## src/rtl/imem_dmem_port_arbiter.sv

```systemverilog
// imem_dmem_port_arbiter
// Shares one single-ported synchronous RAM between the fetch stage (IF) and
// the memory stage (MEM). At most one RAM access is issued per cycle. Read
// data comes back one cycle later and is tagged to the stage that owns it.
// MEM normally wins a conflict. IF wins once it has been denied MAX_WAIT
// consecutive cycles, so fetch cannot be starved. A saturating counter
// records every cycle in which both stages requested.
//
// Ports:
//   clk, rst                  clock (rising edge), async active-low reset
//   if_req/if_addr/if_flush   fetch request, address, return cancel
//   if_gnt/if_rvalid/stall_if fetch grant, fetch data valid, fetch stall
//   mem_req/mem_we/mem_addr/mem_wdata  load/store request
//   mem_gnt/mem_rvalid        load/store grant, load data valid
//   rdata                     read data to both stages (= ram_rdata)
//   ram_en/ram_we/ram_addr/ram_wdata/ram_rdata  RAM port
//   conflict_cnt              saturating count of IF+MEM conflict cycles
module imem_dmem_port_arbiter #(
    parameter int ADDR_W   = 8,
    parameter int DATA_W   = 16,
    parameter int MAX_WAIT = 3,
    parameter int CNT_W    = 16
) (
    input  logic              clk,
    input  logic              rst,
    input  logic              if_req,
    input  logic [ADDR_W-1:0] if_addr,
    input  logic              if_flush,
    output logic              if_gnt,
    output logic              if_rvalid,
    output logic              stall_if,
    input  logic              mem_req,
    input  logic              mem_we,
    input  logic [ADDR_W-1:0] mem_addr,
    input  logic [DATA_W-1:0] mem_wdata,
    output logic              mem_gnt,
    output logic              mem_rvalid,
    output logic [DATA_W-1:0] rdata,
    output logic              ram_en,
    output logic              ram_we,
    output logic [ADDR_W-1:0] ram_addr,
    output logic [DATA_W-1:0] ram_wdata,
    input  logic [DATA_W-1:0] ram_rdata,
    output logic [CNT_W-1:0]  conflict_cnt
);

    localparam int SW = (MAX_WAIT < 1) ? 1 : $clog2(MAX_WAIT + 1);
    localparam logic [SW-1:0] WAIT_LIM = SW'(MAX_WAIT);

    logic [SW-1:0]    starve_cnt_reg, starve_cnt_next;
    logic [CNT_W-1:0] conflict_cnt_reg, conflict_cnt_next;
    logic             if_pend_reg, if_pend_next;
    logic             mem_pend_reg, mem_pend_next;
    logic             if_win;
    logic             grant_if, grant_mem;

    // With MAX_WAIT=0 IF always wins a conflict; no compare against the
    // counter is needed in that configuration.
    generate
        if (MAX_WAIT == 0) begin : g_if_always
            assign if_win = 1'b1;
        end else begin : g_if_bounded
            assign if_win = (starve_cnt_reg >= WAIT_LIM);
        end
    endgenerate

    // Grant and RAM drive. Everything is gated by rst so the RAM sees no
    // access while reset is held, even with requests still asserted.
    always_comb begin
        grant_if  = rst & if_req & (~mem_req | if_win);
        grant_mem = rst & mem_req & ~grant_if;

        if_gnt    = grant_if;
        mem_gnt   = grant_mem;
        stall_if  = rst & if_req & ~grant_if;

        ram_en    = grant_if | grant_mem;
        ram_we    = grant_mem & mem_we;
        ram_addr  = '0;
        if (grant_mem) begin
            ram_addr = mem_addr;
        end else if (grant_if) begin
            ram_addr = if_addr;
        end
        ram_wdata = grant_mem ? mem_wdata : '0;

        // A flush in the return cycle kills the fetch data immediately.
        if_rvalid    = if_pend_reg & ~if_flush;
        mem_rvalid   = mem_pend_reg;
        rdata        = ram_rdata;
        conflict_cnt = conflict_cnt_reg;
    end

    // Next-state for starvation, return tags and conflict counter.
    always_comb begin
        starve_cnt_next = '0;
        if (if_req & ~grant_if) begin
            starve_cnt_next = (starve_cnt_reg >= WAIT_LIM) ? WAIT_LIM
                                                           : starve_cnt_reg + 1'b1;
        end

        if_pend_next  = grant_if & ~if_flush;
        mem_pend_next = grant_mem & ~mem_we;

        conflict_cnt_next = conflict_cnt_reg;
        if (if_req & mem_req & ~(&conflict_cnt_reg)) begin
            conflict_cnt_next = conflict_cnt_reg + 1'b1;
        end
    end

    // Async reset drops any return pending from the cycle before assertion.
    always_ff @(posedge clk or negedge rst) begin
        if (!rst) begin
            starve_cnt_reg   <= '0;
            if_pend_reg      <= 1'b0;
            mem_pend_reg     <= 1'b0;
            conflict_cnt_reg <= '0;
        end else begin
            starve_cnt_reg   <= starve_cnt_next;
            if_pend_reg      <= if_pend_next;
            mem_pend_reg     <= mem_pend_next;
            conflict_cnt_reg <= conflict_cnt_next;
        end
    end

endmodule

```

## config.mk

```make
export PLATFORM = sky130hd
export DESIGN_NAME = imem_dmem_port_arbiter
export DESIGN_NICKNAME = d
export VERILOG_FILES = /design/src/rtl/imem_dmem_port_arbiter.sv
export SDC_FILE = /design/constraint.sdc
export NUM_CORES = 1
export LEC_CHECK = 0
export BUFFER_PORTS_ARGS = -buffer_cell sky130_fd_sc_hd__buf_4
export CAP_MARGIN = 20
export CELL_PAD_IN_SITES_DETAIL_PLACEMENT = 1
export CELL_PAD_IN_SITES_GLOBAL_PLACEMENT = 1
export CORE_AREA = 2 2 73 75
export CTS_CLUSTER_SIZE = 28
export DETAILED_ROUTE_END_ITERATION = 8
export DIE_AREA = 0 0 75 77
export PLACE_DENSITY = 0.94
export SLEW_MARGIN = 10
export SYNTH_ARGS = -nofsm -noshare
export SYNTH_HDL_FRONTEND = slang
export SYNTH_SLANG_ARGS = --single-unit
```

## constraint.sdc

```tcl
create_clock -name clk -period 2.8 [get_ports clk]
set_clock_uncertainty 0.05 [all_clocks]
set_input_delay 0.14 -clock clk [delete_from_list [all_inputs] [get_ports clk]]
set_output_delay 0.14 -clock clk [all_outputs]
set_load 0.005 [all_outputs]
```

# ---- After elaboration in Yosys (flattened, before gate mapping)
# Cells that the tools add are included.
dict set report totals {
  in_bits 54
  n_memories 0
  reg_bits 20
  ram_bits 0
  latchBits 0
  romBits 0
}
dict set report classes {
  bitwise_logic 19
  eq_ne 0
  n_lt_le_gt_ge 1
  mul 0
  n_mux 5
  n_shift 0
  n_div 0
  n_reduce_logical 1
  add_sub_neg 2
}
# cell n
set ops {}
lappend ops {{16-bit by 1-bit adder with 16-bit output, second input constant} 1}
lappend ops {{16-bit two-way mux} 1}
lappend ops {{8-bit two-way mux} 2}
lappend ops {{16-bit AND reduction} 1}
lappend ops {{1-bit bitwise AND} 12}
lappend ops {{1-bit NOT} 5}
lappend ops {{2-bit two-way mux} 2}
lappend ops {{2-bit by 1-bit adder with 2-bit output, second input constant} 1}
lappend ops {{2-bit >= comparator, second input constant} 1}
lappend ops {{1-bit bitwise OR} 2}

# ---- Longest topological paths before layout
# Gate-level depths: netlist of the first run.
dict set report logic_depth {
  depth_word 6
  depth_mapped 6
}

# ---- Least setup slack after synthesis of the first run
# No wires, ideal clock.
dict set report synth_timing {
  path_type {register to register}
  start {register conflict_cnt_reg[0], in the netlist conflict_cnt[0]}
  end {register conflict_cnt_reg[10], in the netlist conflict_cnt[10]}
  synth_period_minus_slack_ps 1775
  path_stages_with_launch 6
  setup_time_ps 125
  path_buffers 0
  slack_ps 1025
  arrival_time_ps 1600
  path_cell_list {dfrtp_1 ha_1 nand3_2 or3_4 nor3_1 mux2_2}
}
dict set report synth_between {
  elab_chain_len 3
}
# item line_no
set synth_rtl {}
lappend synth_rtl {{from (decl)} 51} ;# logic [CNT_W-1:0] conflict_cnt_reg, conflict_cnt_next;
lappend synth_rtl {{from (signal assigned)} 122} ;# conflict_cnt_reg <= conflict_cnt_next;
lappend synth_rtl {{parallel branches: the longest is 3 deep, another holds 16-bit by 1-bit adder with 16-bit output} -}
# Parallel ways; which one is timed is not known.
# A chain may end at the register's enable or synchronous reset.

# ---- Worst setup path in the final report of the first run
dict set report layout_timing {
  start {input rst}
  end {output ram_addr[7]}
}
dict set report layout_between {
  elab_chain_len 5
}
# item line_no
set layout_rtl {}
lappend layout_rtl {{from (decl)} 25} ;# input logic rst,
lappend layout_rtl {{1-bit bitwise AND (2 in a row)} 70} ;# grant_if = rst & if_req & (~mem_req | if_win);
lappend layout_rtl {{1-bit NOT} 71} ;# grant_mem = rst & mem_req & ~grant_if;
lappend layout_rtl {{1-bit bitwise AND} 71}
lappend layout_rtl {{8-bit two-way mux *} 80} ;# if (grant_mem) begin
lappend layout_rtl {{to (decl)} 41} ;# output logic [ADDR_W-1:0] ram_addr,
# Every way passes the cells marked *; elsewhere a longest branch is shown, timed or not.

==> key figures, run 1 <==
Outcome
  • Outcome: completed

Clock tree
  • CTS tree: built
  • H-tree levels: 1
  • Cts hold-fix bufs: 3
  • CTS Buffer Depth: 2
  • Clock root cell: clkbuf_8
  • Clk pin slew, worst setup/hold paths: 70 ps
  • CTS resizes: 0
  • Clk_lat worst skew: about 260 ps
  • Post-CTS Setup Inserts: 0
  • Num CTS Buffers: 3
  • Clock sinks: 20

Logic synthesis
  • Count of state elements after synthesis: 20
  • Area contributors post-synth: dfrtp_1 (38%), buf_4 (9.2%), and2_1 (8.1%)
  • Yosys warnings: 0
  • Post-synth EDFFs: 0
  • Primary FF master, synth: dfrtp_1
  • Cells after Synth: between 100 and 150
  • Count leader, synth: dfrtp_1
  • Fraction of registers with async set or reset after synthesis: 100%
  • Top cells by count, synth: dfrtp_1 (20), and2_1 (17), buf_4 (16)
  • Sequential fraction of the synthesis area: 38.1%
  • Synth Area per Inst: 9.58 µm²
  • Synthesized area: between 0.001 and 0.0015 mm²
  • Top cell type's share of synthesized area: between 30% and 40%
  • Netlist cell types: 33
  • Net Count, Synth: 192
  • Cell taking the most area after synthesis: dfrtp_1

Global routing
  • Tot GR Track Use: 15.0%
  • Most Crowded Layer GR: met2
  • First-pass GRT wire length: roughly 6700 µm
  • Vias in the first global route: roughly 1400
  • Largest net degree at the start of global routing: 25
  • Total gr overflow: 0
  • Routing usage on met2: between 20 and 30%
  • Met3 Resource Use GR: about 5.3%
  • Initial antenna violation count: 0
  • Met1 Usage GRT: between 10% and 20%

Die
  • Die Span Y: approximately 77 µm
  • Die area: about 0.0058 mm²
  • I/O pin total: between 100 and 150
  • Initial core utilization: between 20% and 30%
  • Core Region: between 0.004 and 0.005 mm²
  • Row cnt: 26
  • Die width: about 75 µm

Timing
  • Maximum clock rate: just over 400 MHz
  • Final Hold Fails: 0
  • Final Cycle Share: 87.4%
  • Slew @ Worst Pin: between 600 and 700 ps
  • RSZ-0062 raised after global routing: no
  • Slew Limit Headroom: 58.9%
  • # setup viols final: 0
  • Post-route minimum period: 2450 ps
  • Setup TNS: 0 ps
  • Pins Over Slew Limit: 0

Run
  • Max Cap Viol: 0

Power
  • Leak Pwr: a little over 1 nW
  • Peak supply drop: roughly 0.21 mV
  • Pwr dens: between 400 and 500 mW/mm²
  • Overall Power: a little under 1 mW

Drt
  • Routed WL per cell: around 15 µm
  • DRC viols: 0
  • Remaining antenna violation count: 0
  • Routed vias/inst: about 4.6
  • Via count: 1286
  • Total Wirelength: between 4000 and 5000 µm
  • Initial drt markers: 8
  • Drt first pass iters: 2

Finish
  • Antenna fix cells: 0
  • Share of cells above drive strength 1: between 40% and 50%
  • Final #Nets: between 200 and 300
  • Flip-flop count of the largest register after layout: 16
  • Area added between synthesis and finish: 52.0%

Placement
  • Final GP Congestion: roughly 0.78
  • Placed wire-length estimate: roughly 3400 µm
  • Port Buffer Count: 84

Worst setup path
  • Crit path max fanout: 24
  • WS Path Type: input pin to primary output
  • Nature of the critical path endpoint: primary output
  • CP startpoint kind: input pin
  • Worst EP required: roughly 2600 ps
  • CP arrival: 2260 ps

Worst hold path
  • Hold Crit Class: input pin to register
[critical path, stage by stage]
cell	delay, ps
dlygate4sd3_1	530
buf_4	300
nand2_1	90
a21o_1	190
inv_1	260
nor2_1	210
buf_6	200
a22o_1	190
buf_4	140
[power by group]
group | leakage (nW) | switching, mW | total, mW | internal [mW]
logic | 0.741 | 0.123 | 0.320 | 0.198
registers | 0.254 | 0.0891 | 0.439 | 0.350
clock network | 0.0288 | 0.0987 | 0.224 | 0.125
[path summary, 6_finish.rpt]
path | from | end | slack, ps | cells past startpoint
max in group asynchronous | rst | if_pend_reg$_DFF_PN0_ | 2200 | 2
min in group asynchronous | rst | conflict_cnt[9]$_DFFE_PN0P_ | 260 | 2
hold reg to reg | starve_cnt_reg[0]$_DFF_PN0_ | starve_cnt_reg[0]$_DFF_PN0_ | 460 | 1
hold / removal | if_req | starve_cnt_reg[1]$_DFF_PN0_ | 120 | 3
setup reg to reg | conflict_cnt[1]$_DFFE_PN0P_ | conflict_cnt[1]$_DFFE_PN0P_ | 830 | 5
setup / recovery | rst | ram_addr[7] | 350 | 9
[logic make-up (layout without fill, tap and decap cells)]
| logic type | after synthesis | count (layout) | synth area share (%) |
|---|---|---|---|
| AO/OA/AOI/OAI | 12 | 12 | 7.24 |
| flip-flops | 20 | 20 | 38.1 |
| multiplexers | 2 | 2 | 2.00 |
| AND/OR/NAND/NOR | 65 | 65 | 31.2 |
| buffers and inverters | 23 | 96 | 11.2 |
| XOR/XNOR | 14 | 14 | 9.34 |
| adder cells (fa/ha/maj) | 1 | 1 | 0.953 |
[through the flow]
stage | setup slack (ps) | hold slack (ps) | util (%) | instance area (µm²) | instances
after floorplan | 1030 | -206 | - | 1310 | 137
after global placement | 503 | -5.88 | 38.2 | 1900 | 272
after detailed placement | 823 | 4.88 | 38.4 | 1910 | 273
after CTS | 307 | 112 | 40.1 | 2000 | 280
after global routing | 140 | 132 | 40.1 | 2000 | 280
final | 353 | 119 | 40.1 | 2000 | 280
[cell type report]
type | instances | area (µm²)
clock buffers | 4 | 55.1
fillers | 581 | 2980
inverters | 4 | 15.0
multi-input cells | 94 | 666
flip-flops and latches | 20 | 500
well taps | 70 | 87.6
repair buffers | 88 | 672
[placed cells by master (no fill, tap or decap), types with 4 or more instances in the layout]
cell      instances
buf_4            84
nand2_1           9
inv_1             4
and2_1           17
dfrtp_1          20
a22o_1            8
nor2_1            6
nor3_1           10
xor2_1           11
clkbuf_8          4
nand4_1           5
[metal layers]
metal,part of all wire (%),vias up
li1,-,603
met4,0.48,0
met2,55,69
met1,36,609
met3,8.8,5
met5,0,-
(Power assumes the default switching activity.)
==> run 2: changes to the inputs <==
--- a/config.mk
+++ b/config.mk
@@ -7,13 +7,13 @@
 export LEC_CHECK = 0
 export BUFFER_PORTS_ARGS = -buffer_cell sky130_fd_sc_hd__buf_4
 export CAP_MARGIN = 20
-export CELL_PAD_IN_SITES_DETAIL_PLACEMENT = 1
-export CELL_PAD_IN_SITES_GLOBAL_PLACEMENT = 1
-export CORE_AREA = 2 2 73 75
+export CELL_PAD_IN_SITES_DETAIL_PLACEMENT = 2
+export CELL_PAD_IN_SITES_GLOBAL_PLACEMENT = 2
+export CORE_AREA = 2 2 85 87
 export CTS_CLUSTER_SIZE = 28
 export DETAILED_ROUTE_END_ITERATION = 8
-export DIE_AREA = 0 0 75 77
-export PLACE_DENSITY = 0.94
+export DIE_AREA = 0 0 87 89
+export PLACE_DENSITY = 0.92
 export SLEW_MARGIN = 10
 export SYNTH_ARGS = -nofsm -noshare
 export SYNTH_HDL_FRONTEND = slang
==> run 2 against run 1 <==
Effect of this change: register-to-register slack barely moved; critical path depth did not move; global-route usage fell by 3.6 points; combinational power barely moved; first-iteration DRC count did not move; count of clock-buffer cells in the layout did not move; sequential power barely moved; largest cell class unchanged.
==> key figures, run 2 (synthesis results as in run 1) <==
Outcome
  • Outcome: completed

Finish
  • Share of cells above drive strength 1: a little under half
  • Commonest non-fill, non-tap cell in the layout: buf_4
  • Flip-flop count of the largest register after layout: 16
  • Area added between synthesis and finish: 53.3%
  • Layout Utilization: between 20% and 30%
  • Finished Cell Area: 0.00201 mm²
  • Antenna fix cells: 0
  • Layout Cells excl Fill: 291
  • Most frequent cells in the layout: buf_4 (86), dfrtp_1 (20), and2_1 (17), xor2_1 (11), nor3_1 (10)
  • Final #Nets: roughly 270

Die
  • Die area: 0.00774 mm²
  • Initial core utilization: between 10% and 20%
  • Die Span Y: about 89 µm
  • Die width: 87 µm
  • Core Region: between 0.006 and 0.007 mm²
  • I/O pin total: between 100 and 150
  • Row cnt: 30

Timing
  • Final Hold Fails: 0
  • Hold_ws: around 130 ps
  • Slew @ Worst Pin: between 500 and 600 ps
  • Setup TNS: 0 ps
  • # setup viols final: 0
  • Slew Limit Headroom: 61.3%
  • RSZ-0062 raised after global routing: no
  • Maximum clock rate: 467 MHz
  • Post-route worst setup slack: roughly 660 ps
  • Final Cycle Share: between 70% and 80%
  • Post-route minimum period: about 2100 ps
  • Pins Over Slew Limit: 0

Clock tree
  • Clock sinks: 20
  • Clock root cell: clkbuf_8
  • CTS Buffer Depth: 2
  • Num CTS Buffers: 3
  • Post-CTS Setup Inserts: 0
  • CTS tree: built
  • Clk_lat worst skew: about 260 ps
  • Clk pin slew, worst setup/hold paths: around 70 ps
  • H-tree levels: 1

Drt
  • Initial drt markers: 8
  • Remaining antenna violation count: 0
  • Total Wirelength: approximately 4400 µm
  • Routed WL per cell: 15.0 µm
  • DRC viols: 0
  • Drt first pass iters: 4
  • Routed vias/inst: roughly 4.5
  • Via count: between 1000 and 1500

Placement
  • Final GP Congestion: ~0.75
  • Placed wire-length estimate: around 3500 µm
  • Port Buffer Count: 84
  • Post-Place Cell Area: 0.00193 mm²
  • Dpl ws: 863 ps
  • Placed insts: 284

Worst setup path
  • Worst Path Buf+Inv: 5
  • Nature of the critical path endpoint: primary output
  • CP arrival: 1950 ps
  • CP cell instances: dlygate4sd3_1 -> buf_4 -> nand2_1 -> a21o_1 -> inv_1 -> nor2_1 -> buf_4 -> a22o_1 -> buf_4
  • WS Path Type: input pin to primary output
  • Crit path max fanout: 26
  • Worst EP required: roughly 2600 ps
  • Cell family with most CP delay: buffers and inverters
  • CP startpoint kind: input pin
  • CP max stage cell: dlygate4sd3_1
  • Cell mode on critical path: buf_4
  • CP max stage delay: roughly 530 ps

Power
  • Peak supply drop: approximately 0.16 mV
  • Leak Pwr: approximately 1.0 nW
  • Overall Power: about 980 µW
  • Pwr dens: 488 mW/mm²

Global routing
  • First-pass GRT wire length: between 6000 and 7000 µm
  • Largest net degree at the start of global routing: 27
  • Vias in the first global route: 1513
  • Tot GR Track Use: roughly 11%
  • Total gr overflow: 0
  • Initial antenna violation count: 0

Worst hold path
  • Hold Crit Class: input pin to register

Run
  • Max Cap Viol: 0
run 2: timing repair:
item | 4_1_cts | 5_1_grt
endpoints found under the hold margin | 22 | 0
resized for setup | 0 | 0
hold buffers | 3 | 0
run 2: final cells by class:
type	count	area (µm²)
well taps	80	100
inverters	4	15.0
multi-input cells	94	666
flip-flops and latches	20	500
repair buffers	89	676
fillers	749	4710
clock buffers	4	55.1
run 2: worst reg2reg max path, delay by kind of cell (launching register included):
family                     cells  cell delay, ps
adders and majority gates      1             230
and+or+nand+nor                3             780
DFF                            1             420
muxes                          1             370
run 2: layer usage:
metal  GRT usage (%)  up-vias  wire length (µm)
met5               0        -                 0
met4            1.85        0                 6
met3            4.43        2               448
met2            21.2       86              2170
met1            12.5      619              1740
li1                -      607                 -
run 2: final timing paths:
| path | endpoint | cells past startpoint | start | slack (ps) |
|---|---|---|---|---|
| worst min register to register | starve_cnt_reg[0]$_DFF_PN0_ | 1 | starve_cnt_reg[0]$_DFF_PN0_ | 430 |
| worst max register to register | conflict_cnt[10]$_DFFE_PN0P_ | 5 | conflict_cnt[1]$_DFFE_PN0P_ | 830 |
| min in group asynchronous | conflict_cnt[15]$_DFFE_PN0P_ | 3 | rst | 370 |
| worst min-delay path | starve_cnt_reg[0]$_DFF_PN0_ | 3 | if_req | 130 |
| worst max-delay path | ram_addr[1] | 9 | rst | 660 |
| max in group asynchronous | conflict_cnt[12]$_DFFE_PN0P_ | 3 | rst | 2090 |
run 2: power by group:
| part | leakage (nW) | switching, mW | internal [mW] | total, mW |
|---|---|---|---|---|
| Clock | 0.0288 | 0.0972 | 0.125 | 0.222 |
| Combinational | 0.745 | 0.121 | 0.198 | 0.319 |
| Sequential | 0.254 | 0.0906 | 0.350 | 0.440 |
| Total | 1.03 | 0.309 | 0.673 | 0.982 |
